--- src/rtl/fb_scanout_if.sv ---
// Framebuffer read port and pixel stream between the scan-out reader,
// the framebuffer memory and the VGA controller.
interface fb_scanout_if #(
  parameter int ADDR_W = 19
);
  logic              fb_rd_en;
  logic [ADDR_W-1:0] fb_rd_addr;
  logic [1:0]        fb_rd_data;
  logic              pix_ready;
  logic              pix_valid;
  logic [9:0]        pru_red;
  logic [9:0]        pru_green;
  logic [9:0]        pru_blue;
  logic              pix_sof;
  logic              pix_eol;
  logic              frame_done;

  modport master (
    output fb_rd_en, fb_rd_addr, pix_valid, pru_red, pru_green, pru_blue,
           pix_sof, pix_eol, frame_done,
    input  fb_rd_data, pix_ready
  );

  modport slave (
    input  fb_rd_en, fb_rd_addr, pix_valid, pru_red, pru_green, pru_blue,
           pix_sof, pix_eol, frame_done,
    output fb_rd_data, pix_ready
  );
endinterface

--- src/rtl/fb_scanout.sv ---
// Framebuffer scan-out: walks the 2-bit colour-index framebuffer in raster
// order, prefetches indices into a small FIFO and presents palette-mapped
// 10-bit RGB pixels over a valid/ready handshake.
module fb_scanout #(
  parameter int H_PIXELS   = 640,
  parameter int V_PIXELS   = 480,
  parameter int ADDR_W     = 19,
  parameter int FIFO_DEPTH = 4
) (
  input  logic         clk,
  input  logic         rst_n,
  input  logic         enable,
  input  logic         color_load,
  input  logic [1:0]   color_idx,
  input  logic [9:0]   load_red,
  input  logic [9:0]   load_green,
  input  logic [9:0]   load_blue,
  fb_scanout_if.master bus
);
  localparam int COL_W  = (H_PIXELS > 1) ? $clog2(H_PIXELS) : 1;
  localparam int ROW_W  = (V_PIXELS > 1) ? $clog2(V_PIXELS) : 1;
  localparam int PTR_W  = $clog2(FIFO_DEPTH);
  localparam int CNT_W  = PTR_W + 1;
  localparam int SUM_W  = CNT_W + 1;
  localparam logic [COL_W-1:0] COL_LAST = COL_W'(H_PIXELS - 1);
  localparam logic [ROW_W-1:0] ROW_LAST = ROW_W'(V_PIXELS - 1);
  localparam logic [SUM_W-1:0] DEPTH_C  = SUM_W'(FIFO_DEPTH);

  typedef enum logic [1:0] {IDLE, RUN, FLUSH} state_t;

  typedef struct packed {
    logic [1:0] idx;
    logic       sof;
    logic       eol;
    logic       last;
  } entry_t;

  state_t            state;
  logic              rd_en_q;
  logic [ADDR_W-1:0] rd_addr_q;
  logic [COL_W-1:0]  col;
  logic [ROW_W-1:0]  row;
  logic              pend;
  logic              pend_sof;
  logic              pend_eol;
  logic              pend_last;
  logic              frame_done_q;

  entry_t            fifo_mem [FIFO_DEPTH];
  logic [PTR_W-1:0]  wr_ptr;
  logic [PTR_W-1:0]  rd_ptr;
  logic [CNT_W-1:0]  count;
  logic [CNT_W-1:0]  count_next;
  entry_t            head;
  logic              fifo_valid;
  logic              push;
  logic              pop;
  logic              credit_ok;
  logic              col_last;
  logic              row_last;

  logic [9:0]        pal_red   [4];
  logic [9:0]        pal_green [4];
  logic [9:0]        pal_blue  [4];

  assign head       = fifo_mem[rd_ptr];
  assign fifo_valid = (count != '0);
  assign push       = pend;
  assign pop        = fifo_valid && bus.pix_ready;
  assign count_next = count + CNT_W'(push) - CNT_W'(pop);
  // Next-cycle credit: occupancy after this edge plus the read now in flight.
  assign credit_ok  = ({1'b0, count_next} + SUM_W'(rd_en_q)) < DEPTH_C;
  assign col_last   = (col == COL_LAST);
  assign row_last   = (row == ROW_LAST);

  assign bus.fb_rd_en   = rd_en_q;
  assign bus.fb_rd_addr = rd_addr_q;
  assign bus.pix_valid  = fifo_valid;
  assign bus.frame_done = frame_done_q;

  // Head pixel colour and tags, forced to zero when nothing is presented.
  always_comb begin
    bus.pru_red   = '0;
    bus.pru_green = '0;
    bus.pru_blue  = '0;
    bus.pix_sof   = 1'b0;
    bus.pix_eol   = 1'b0;
    if (fifo_valid) begin
      bus.pru_red   = pal_red[head.idx];
      bus.pru_green = pal_green[head.idx];
      bus.pru_blue  = pal_blue[head.idx];
      bus.pix_sof   = head.sof;
      bus.pix_eol   = head.eol;
    end
  end

  // Prefetch FIFO storage: returning read data joins its issue-time tags.
  always_ff @(posedge clk) begin
    if (push) begin
      fifo_mem[wr_ptr] <= '{idx: bus.fb_rd_data, sof: pend_sof,
                            eol: pend_eol, last: pend_last};
    end
  end

  // Palette registers; a write only affects pixels presented afterwards.
  always_ff @(posedge clk or negedge rst_n) begin
    if (!rst_n) begin
      pal_red[0]   <= '0;  pal_green[0] <= '0;  pal_blue[0] <= '0;
      pal_red[1]   <= '1;  pal_green[1] <= '0;  pal_blue[1] <= '0;
      pal_red[2]   <= '0;  pal_green[2] <= '1;  pal_blue[2] <= '0;
      pal_red[3]   <= '0;  pal_green[3] <= '0;  pal_blue[3] <= '1;
    end else if (color_load) begin
      pal_red[color_idx]   <= load_red;
      pal_green[color_idx] <= load_green;
      pal_blue[color_idx]  <= load_blue;
    end
  end

  // Scan FSM: read issue, raster counters, FIFO pointers and frame pulse.
  // Leaving RUN clears everything on the entry edge so pix_valid is already
  // low during the FLUSH cycle; the read issued in the last RUN cycle is
  // dropped by clearing pend, and FLUSH repeats the clear before IDLE.
  always_ff @(posedge clk or negedge rst_n) begin
    if (!rst_n) begin
      state        <= IDLE;
      rd_en_q      <= 1'b0;
      rd_addr_q    <= '0;
      col          <= '0;
      row          <= '0;
      pend         <= 1'b0;
      pend_sof     <= 1'b0;
      pend_eol     <= 1'b0;
      pend_last    <= 1'b0;
      wr_ptr       <= '0;
      rd_ptr       <= '0;
      count        <= '0;
      frame_done_q <= 1'b0;
    end else begin
      frame_done_q <= pop && head.last;
      unique case (state)
        IDLE: begin
          rd_en_q <= enable;
          if (enable) begin
            state <= RUN;
          end
        end
        RUN: begin
          if (enable) begin
            pend    <= rd_en_q;
            count   <= count_next;
            rd_en_q <= credit_ok;
            if (push) begin
              wr_ptr <= wr_ptr + PTR_W'(1);
            end
            if (pop) begin
              rd_ptr <= rd_ptr + PTR_W'(1);
            end
            if (rd_en_q) begin
              pend_sof  <= (row == '0) && (col == '0);
              pend_eol  <= col_last;
              pend_last <= col_last && row_last;
              if (col_last) begin
                col <= '0;
                if (row_last) begin
                  row       <= '0;
                  rd_addr_q <= '0;
                end else begin
                  row       <= row + ROW_W'(1);
                  rd_addr_q <= rd_addr_q + ADDR_W'(1);
                end
              end else begin
                col       <= col + COL_W'(1);
                rd_addr_q <= rd_addr_q + ADDR_W'(1);
              end
            end
          end else begin
            state     <= FLUSH;
            rd_en_q   <= 1'b0;
            pend      <= 1'b0;
            count     <= '0;
            wr_ptr    <= '0;
            rd_ptr    <= '0;
            col       <= '0;
            row       <= '0;
            rd_addr_q <= '0;
          end
        end
        FLUSH: begin
          state     <= IDLE;
          rd_en_q   <= 1'b0;
          pend      <= 1'b0;
          count     <= '0;
          wr_ptr    <= '0;
          rd_ptr    <= '0;
          col       <= '0;
          row       <= '0;
          rd_addr_q <= '0;
        end
        default: state <= IDLE;
      endcase
    end
  end
endmodule

--- src/flat_wrapper.sv ---
// flat-port wrapper written by rule: the top's interface ports become plain ports
module fb_scanout_flat 
#(
  parameter int H_PIXELS   = 640,
  parameter int V_PIXELS   = 480,
  parameter int ADDR_W     = 19,
  parameter int FIFO_DEPTH = 4
)
  (clk, rst_n, enable, color_load, color_idx, load_red, load_green, load_blue, bus_fb_rd_en, bus_fb_rd_addr, bus_pix_valid, bus_pru_red, bus_pru_green, bus_pru_blue, bus_pix_sof, bus_pix_eol, bus_frame_done, bus_fb_rd_data, bus_pix_ready);
  fb_scanout_if #(.ADDR_W(ADDR_W)) bus_i ();
  input  logic clk;
  input  logic rst_n;
  input  logic enable;
  input  logic color_load;
  input  logic [1:0] color_idx;
  input  logic [9:0] load_red;
  input  logic [9:0] load_green;
  input  logic [9:0] load_blue;
  output wire logic [$bits(bus_i.fb_rd_en)-1:0] bus_fb_rd_en;
  output wire logic [$bits(bus_i.fb_rd_addr)-1:0] bus_fb_rd_addr;
  output wire logic [$bits(bus_i.pix_valid)-1:0] bus_pix_valid;
  output wire logic [$bits(bus_i.pru_red)-1:0] bus_pru_red;
  output wire logic [$bits(bus_i.pru_green)-1:0] bus_pru_green;
  output wire logic [$bits(bus_i.pru_blue)-1:0] bus_pru_blue;
  output wire logic [$bits(bus_i.pix_sof)-1:0] bus_pix_sof;
  output wire logic [$bits(bus_i.pix_eol)-1:0] bus_pix_eol;
  output wire logic [$bits(bus_i.frame_done)-1:0] bus_frame_done;
  input wire logic [$bits(bus_i.fb_rd_data)-1:0] bus_fb_rd_data;
  input wire logic [$bits(bus_i.pix_ready)-1:0] bus_pix_ready;
  assign bus_fb_rd_en = bus_i.fb_rd_en;
  assign bus_fb_rd_addr = bus_i.fb_rd_addr;
  assign bus_pix_valid = bus_i.pix_valid;
  assign bus_pru_red = bus_i.pru_red;
  assign bus_pru_green = bus_i.pru_green;
  assign bus_pru_blue = bus_i.pru_blue;
  assign bus_pix_sof = bus_i.pix_sof;
  assign bus_pix_eol = bus_i.pix_eol;
  assign bus_frame_done = bus_i.frame_done;
  assign bus_i.fb_rd_data = bus_fb_rd_data;
  assign bus_i.pix_ready = bus_pix_ready;
  fb_scanout #(.H_PIXELS(H_PIXELS), .V_PIXELS(V_PIXELS), .ADDR_W(ADDR_W), .FIFO_DEPTH(FIFO_DEPTH)) u_core (.clk(clk), .rst_n(rst_n), .enable(enable), .color_load(color_load), .color_idx(color_idx), .load_red(load_red), .load_green(load_green), .load_blue(load_blue), .bus(bus_i));
endmodule
--- config.mk ---
export PLATFORM = sky130hd
export DESIGN_NAME = fb_scanout_flat
export DESIGN_NICKNAME = d
export VERILOG_FILES = /design/src/rtl/fb_scanout_if.sv /design/src/rtl/fb_scanout.sv /design/src/flat_wrapper.sv
export SDC_FILE = /design/constraint.sdc
export NUM_CORES = 1
export LEC_CHECK = 0
export ABC_AREA = 0
export BUFFER_PORTS_ARGS = -buffer_cell sky130_fd_sc_hd__buf_2
export CORE_ASPECT_RATIO = 0.75
export CORE_MARGIN = 10
export CORE_UTILIZATION = 59
export DETAILED_ROUTE_END_ITERATION = 16
export GPL_TIMING_DRIVEN = 0
export PLACE_DENSITY = 0.8
export SLEW_MARGIN = 40
export SYNTH_ARGS = -nofsm -noshare
export SYNTH_HDL_FRONTEND = slang
export SYNTH_SLANG_ARGS = --single-unit
--- constraint.sdc ---
create_clock -name clk -period 3.3 [get_ports clk]
set_input_delay 0.33 -clock clk [delete_from_list [all_inputs] [get_ports clk]]
set_output_delay 0.33 -clock clk [all_outputs]
set_load 0.005 [all_outputs]
==> summary.txt, run 1 <==
Status
  – Outcome: finished clean

Synthesis
  – Yosys reg bits: between 150 and 200
  – Asr flop ratio synth: about 90%
  – Synth top area cells: dfrtp_1, mux2_2, dfstp_2
  – Number of synthesized flops with an enable pin: 20
  – Yosys warns: 0
  – Register area share after synthesis: 54.1%
  – Post-Syn Area: around 9000 sq um
  – Yosys top cell by area: dfrtp_1
  – Cells after Synth: about 720
  – Synth Net Count: between 700 and 800
  – Top FF cell, synth: dfrtp_1
  – Unique masters post-synth: 57
  – Avg Inst Size Synth: 12.8 sq um
  – Share of the synthesized area in the top cell type: between 30% and 40%

Floorplanning
  – Initial Util: about three fifths
  – Core footprint: 15200 sq um
  – Rows: 39
  – Die ar.: 21000 sq um
  – Die W: between 150 and 200 um
  – Die Y: around 130 um
  – IO Count: just over 90

Critical path
  – Critical Path End: bus_pru_blue[8]
  – Crit-path max FO: 10
  – Largest stage delay, worst path: a little under 0.6 ns
  – Worst r2r dst: u_core.bus.fb_rd_en$_DFFE_PN0P_
  – CP Data Required Time: 2.97 ns
  – Reg2reg setup slack: around 0.45 ns
  – Worst r2r src: u_core.count[2]$_DFFE_PN0N_
  – Crit path cell chain: buf_4 -> mux4_2 -> nand2_1 -> clkbuf_1 -> o22ai_1 -> buf_2
  – CP startpoint: u_core.rd_ptr[0]$_DFFE_PN0P_
  – Setup CP Type: reg -> out
  – WP data arrival: roughly 2.7 ns
  – Slowest cell on the critical path: clkbuf_1
  – Crit start category: flip-flop
  – Worst setup EP type: output pin
  – Reg2reg path depth: 13

CTS
  – Clk root buf: clkbuf_16
  – Cts bufs inserted: 17
  – Post-CTS Repair Setup Buffers: 0
  – Sink Count: roughly 190
  – Clk pin slew, worst setup/hold paths: about 0.070 ns
  – CTS tree: done
  – H-Tree Depth: 4
  – Clk buf depth: 2
  – Worst skew pair latency: around 0.44 ns

Drt
  – Pre-antenna DRT Iters: 5
  – Vias: ~6300
  – Met3 WL: between 1000 and 1500 um
  – DR iter-0 viols: slightly above 400
  – Vias per Instance: 5.99
  – Met2 wire len: between 10000 and 15000 um
  – Total wire length: 21200 um
  – Antenna-violating nets left: 0
  – Top layer in use: met4
  – # DRC: 0
  – Wirelength per Cell: approximately 20 um
  – Metal1 wirelength: ~9400 um

STA
  – Final min period: 3.01 ns
  – Final Slew Violations: 0
  – Slew HR: approximately 46%
  – Final setup viols: 0
  – Achievable clock frequency: 332 MHz
  – Final Hold Vio Count: 0
  – Final Skew: slightly above 0.009 ns
  – Measured slew at the worst slew-check pin: just over 0.8 ns
  – Period Utilization, post-route: about nine tenths
  – RSZ-0062 raised after global routing: false

Place
  – GP Congestion: roughly 0.87
  – IO buf count: 91
  – Inst Count DP: roughly 1000
  – Detailed Place HPWL: around 15000 um

Final layout
  – Storage element area: a little under 5000 sq um
  – Multi-input logic area: 3930 sq um
  – Final std cells w/o fill: approximately 1000
  – Number of fill cells: 1066
  – Final core utilization: about 70%
  – Leading cell type in the layout, fill and taps excluded: dfrtp_1
  – Share of post-route cells with drive strength above 1: 37.5%
  – Most frequent cells in the layout: dfrtp_1, mux2_2, buf_2
  – NumNets Final: ~900
  – Layout Area Growth over Synthesis: 15.3%

Global route
  – First-pass GRT wire length: about 35000 um
  – Initial antenna violation count: 2
  – Vias in the first global route: approximately 6600
  – GR Overflow Total: 0
  – Global-route usage over all layers: between 20% and 30%
  – Largest net degree at the start of global routing: ~80

Pwr
  – Pleak: roughly 4.7 nW
  – Max IR drop VDD: approximately 0.45 mV
  – Pwr Total: 8.04 mW
  – Power Dens Cells: 760 nW/um^2

Hold path
  – Tightest Hold Check Type: in -> reg
  – Hold depth: 1

Flow run
  – Maxcap violations: 0
==> cell type report <==
type / count / share of cell area, %
multi-input combinational: 469 / 37.1
buffer: 36 / 2.12
clock inverter: 14 / 1.50
antenna: 2 / 0.0473
clock buffer: 18 / 4.25
tap: 205 / 2.42
timing repair buffer: 94 / 5.01
sequential: 193 / 46.9
inverter: 17 / 0.603
==> per-layer routing <==
| layer | track usage (%) | vias up |
|---|---|---|
| met2 | 32.8 | 187 |
| met1 | 27.6 | 3202 |
| li1 | - | 2870 |
| met5 | 0 | - |
| met3 | 5.84 | 23 |
| met4 | 6.45 | 0 |
==> state kept, by name (all words and copies together) (netlist names) <==
name                   flops
u_core.bus.fb_rd_addr     19
u_core.bus.fb_rd_en        1
u_core.bus.frame_done      1
u_core.col                10
u_core.count               3
u_core.fifo_mem           20
u_core.pal_blue           40
u_core.pal_green          40
u_core.pal_red            40
u_core.pend                1
u_core.pend_eol            1
u_core.pend_last           1
u_core.pend_sof            1
u_core.rd_ptr              2
u_core.row                 9
u_core.state               2
u_core.wr_ptr              2
==> repair_timing <==
action                                 in CTS  in global routing
endpoints found under the hold margin      37                  0
gates resized for setup                     0                  0
hold buffers                                1                  0
==> synth_stat cells (5+ instances only) <==
| library cell | number |
|---|---|
| dfrtp_1 | 143 |
| mux2_2 | 122 |
| mux2i_1 | 60 |
| o22ai_1 | 32 |
| o21ai_0 | 31 |
| dfstp_2 | 30 |
| nor2_1 | 30 |
| nand2_1 | 29 |
| nand3_1 | 23 |
| edfxtp_1 | 20 |
| clkbuf_1 | 18 |
| inv_1 | 17 |
| ha_1 | 16 |
| and3_1 | 11 |
| and2_1 | 9 |
| buf_6 | 9 |
| nand4_1 | 9 |
| nor4_1 | 9 |
| xor2_1 | 8 |
| o31ai_1 | 7 |
| xnor2_1 | 7 |
| buf_2 | 5 |
| mux4_2 | 5 |
| nand3b_1 | 5 |
==> logic make-up (layout without fill, tap and decap cells) <==
logic type	count (synthesis)	in the layout	synth area share, %
DFF	193	193	54.1
muxes	187	187	22.7
and+or+nand+nor	151	151	9.03
AOI/OAI and AO/OA	99	99	7.23
buffers and inverters	53	179	3.13
adders and majority gates	17	17	2.40
xor gates and xnor gates	15	15	1.43
other	0	2	0
==> power by group <==
| part | internal, mW | switching, mW |
|---|---|---|
| combinational | 1.25 | 1.52 |
| sequential | 2.86 | 0.307 |
| clock | 1.12 | 0.981 |
| total | 5.24 | 2.80 |
==> how the worst min path moves through the flow <==
stage                                         startpoint                              endpoint  slack, ns
after floorplan                                    rst_n  u_core.bus.fb_rd_addr[0]$_DFFE_PN0P_       0.03
after global placement    u_core.pal_red[14]$_DFFE_PN0P_        u_core.pal_red[14]$_DFFE_PN0P_       0.49
after detailed placement                           rst_n  u_core.bus.fb_rd_addr[1]$_DFFE_PN0P_       0.25
after CTS                              bus_fb_rd_data[0]       u_core.fifo_mem[0][3]$_DFFE_PP_       0.09
after global routing                   bus_fb_rd_data[0]       u_core.fifo_mem[3][3]$_DFFE_PP_       0.10
final                                  bus_fb_rd_data[0]       u_core.fifo_mem[3][3]$_DFFE_PP_       0.10
==> through the flow <==
step	hold WS [ns]	area (sq um)	TNS, ns	setup WS, ns
after floorplan	0.0344	9190	0	0.812
after global placement	0.485	9900	-76.98	-0.562
after detailed placement	0.247	9960	0	0.514
after CTS	0.0940	10600	0	0.339
after global routing	0.104	10600	0	0.214
final	0.103	10600	0	0.285
==> critical path: cells and delay by family, from the launching register on <==
kind / cells / cell delay (ns)
buffers and inverters: 3 / 0.97
muxes: 1 / 0.57
and+or+nand+nor: 1 / 0.14
DFF: 1 / 0.33
AOI/OAI and AO/OA: 1 / 0.23
Power figures use the tool's default switching activity.
==> run 2: changes to the inputs <==
REMOVE_ABC_BUFFERS = 1   (was unset)
==> run 2 against run 1 <==
First-iteration DRC count rose by 33%. Design area shrank 0.65%. Worst hold slack improved by 0.028 ns. Critical endpoint is now bus_pru_green[5]. Sequential share of layout area grew 0.32 points. Critical path type unchanged. Combinational power is 7.2% lower. Non-clock buffer count is 22 lower. Power decreased by 2.6%. Largest power group unchanged. Register-to-register slack got worse by 0.11 ns. Global-route usage fell by 1.2 points. Worst setup slack got worse by 0.030 ns. Die area stayed put.
==> summary.txt, run 2 (same netlist as run 1, synthesis figures left out) <==
CTS
  – H-Tree Depth: 4
  – Clk pin slew, worst setup/hold paths: roughly 0.070 ns
  – CTS tree: done
  – Worst skew pair latency: between 0.4 and 0.5 ns
  – Clk root buf: clkbuf_16
  – Clk buf depth: 2
  – Post-CTS Repair Setup Buffers: 0
  – Sink Count: approximately 190
  – Cts bufs inserted: 17

Drt
  – Vias: approximately 6200
  – # DRC: 0
  – Total wire length: between 20000 and 25000 um
  – Pre-antenna DRT Iters: 5
  – Antenna-violating nets left: 0
  – Wirelength per Cell: 20.0 um
  – DR iter-0 viols: 540
  – Vias per Instance: about 6

Critical path
  – Crit-path max FO: 32
  – CP Data Required Time: 2.97 ns
  – Largest stage delay, worst path: approximately 0.89 ns
  – Crit start category: flip-flop
  – Crit path cell chain: mux4_4 -> buf_12 -> mux2i_1 -> o22ai_1 -> buf_2
  – Reg2reg path depth: 13
  – Setup CP Type: reg -> out
  – Slowest cell on the critical path: mux4_4
  – WP data arrival: ~2.7 ns
  – Worst setup EP type: output pin

Place
  – Detailed Place HPWL: 13700 um
  – Inst Count DP: 991
  – IO buf count: between 90 and 100
  – GP Congestion: about 0.84

Floorplanning
  – Die ar.: 21000 sq um
  – Die W: between 150 and 200 um
  – Rows: 39
  – IO Count: between 90 and 100
  – Core footprint: approximately 15000 sq um
  – Initial Util: approximately 60%
  – Die Y: between 100 and 150 um

Global route
  – First-pass GRT wire length: approximately 33000 um
  – Largest net degree at the start of global routing: just over 80
  – Vias in the first global route: around 6400
  – Global-route usage over all layers: 19.7%
  – GR Overflow Total: 0
  – Initial antenna violation count: 0

Flow run
  – Maxcap violations: 0

STA
  – Setup_tns: 0 ns
  – Final min period: between 3 and 4 ns
  – Final hold slack: 0.131 ns
  – Measured slew at the worst slew-check pin: ~0.83 ns
  – Achievable clock frequency: about 330 MHz
  – Slew HR: around 44%
  – Final Slew Violations: 0
  – RSZ-0062 raised after global routing: false
  – Final setup viols: 0
  – Final Hold Vio Count: 0
  – Final Skew: 0.0101 ns
  – Period Utilization, post-route: 92.3%

Final layout
  – Layout Area Growth over Synthesis: 14.5%
  – Number of fill cells: between 1000 and 1500
  – Share of post-route cells with drive strength above 1: approximately two fifths
  – NumNets Final: between 800 and 900
  – Final core utilization: between 60 and 70%
  – Most frequent cells in the layout: dfrtp_1, mux2_2, buf_2
  – Leading cell type in the layout, fill and taps excluded: dfrtp_1
  – # diodes: 0
  – Storage element area: approximately 5000 sq um
  – Final std cells w/o fill: just over 1000
  – Top flop regs: u_core.pal_blue: 40 flops, u_core.pal_green: 40 flops, u_core.pal_red: 40 flops
  – Multi-input logic area: around 4000 sq um

Pwr
  – Combinational fraction of design power: around a third
  – Sequential share of power: between 40% and 50%
  – Clock share of power: between 20% and 30%
  – Pwr Total: 7.84 mW
  – Net Switching: about 2.7 mW
  – Switch share: 33.9%
  – Max IR drop VDD: 0.471 mV
  – Pleak: 4.71 nW
  – Internal power: between 5 and 6 mW
  – Power Dens Cells: between 700 and 800 nW/um^2

Status
  – Outcome: finished clean

Hold path
  – Hold depth: 1
  – Tightest Hold Check Type: in -> reg
## run 2: changes by cell type in the layout (fill, tap and decap cells not counted), sizes merged
cell / change
buf: -4
clkbuf: -18
inv: -5
mux4: +1
clkinv: +4
diode: -2
bufinv: +1
## run 2: routing by layer
layer  track usage [%]  share of wire (%)  vias to the layer above
li1                  -                  -                     2816
met4              7.55                1.3                        0
met3              4.56                5.4                       23
met1              25.8                 44                     3170
met5                 0                  0                        -
met2              31.2                 49                      163
## run 2: timing repair
| item | 4_1_cts | 5_1_grt |
|---|---|---|
| hold endpoints to repair | 24 | 0 |
| setup endpoints to repair | 2 | 8 |
| hold buffers | 1 | 0 |
| gates cloned | 1 | 0 |
| resized for setup | 0 | 1 |
## run 2: path summary, 6_finish.rpt
path / to / startpoint / slack [ns]
setup / recovery: bus_pru_green[5] / u_core.rd_ptr[0]$_DFFE_PN0P_ / 0.26
hold / removal: u_core.fifo_mem[0][4]$_DFFE_PP_ / bus_fb_rd_data[1] / 0.13
setup reg to reg: u_core.bus.fb_rd_en$_DFFE_PN0P_ / u_core.count[2]$_DFFE_PN0N_ / 0.34
hold reg to reg: u_core.pal_blue[15]$_DFFE_PN0P_ / u_core.pal_blue[15]$_DFFE_PN0P_ / 0.50
max in group asynchronous: u_core.pal_red[27]$_DFFE_PN1P_ / rst_n / 1.92
min in group asynchronous: u_core.bus.fb_rd_addr[11]$_DFFE_PN0P_ / rst_n / 0.32
## run 2: metrics by stage
stage	setup slack [ns]	area, sq um
2_1_floorplan	0.151	8960
3_3_place_gp	-1.76	9680
3_5_place_dp	0.323	9890
4_1_cts	0.0294	10500
5_1_grt	0.0893	10500
6_report	0.255	10500
## run 2: cell type report
cell class | count | area share, %
clock buffer | 18 | 4.17
clock inverter | 14 | 1.51
inverter | 17 | 0.607
multi-input combinational | 470 | 37.9
sequential | 193 | 47.2
tap | 205 | 2.44
timing repair buffer | 108 | 6.13
## run 2: power by group through the flow
| stage | registers (mW) | logic [mW] | clock network, mW |
|---|---|---|---|
| after floorplan | 3.12 | 1.73 | 0 |
| after global placement | 3.17 | 2.42 | 0 |
| after detailed placement | 3.22 | 2.56 | 0 |
| after CTS | 3.19 | 2.59 | 2.10 |
| after global routing | 3.25 | 2.82 | 2.20 |
| final | 3.20 | 2.57 | 2.07 |
## run 2: worst max-delay path, delay by kind of cell, from the launching register on
kind / cells / cell delay, ns
DFF: 1 / 0.54
muxes: 2 / 1.05
buffers and inverters: 2 / 0.45
AOI/OAI and AO/OA: 1 / 0.21
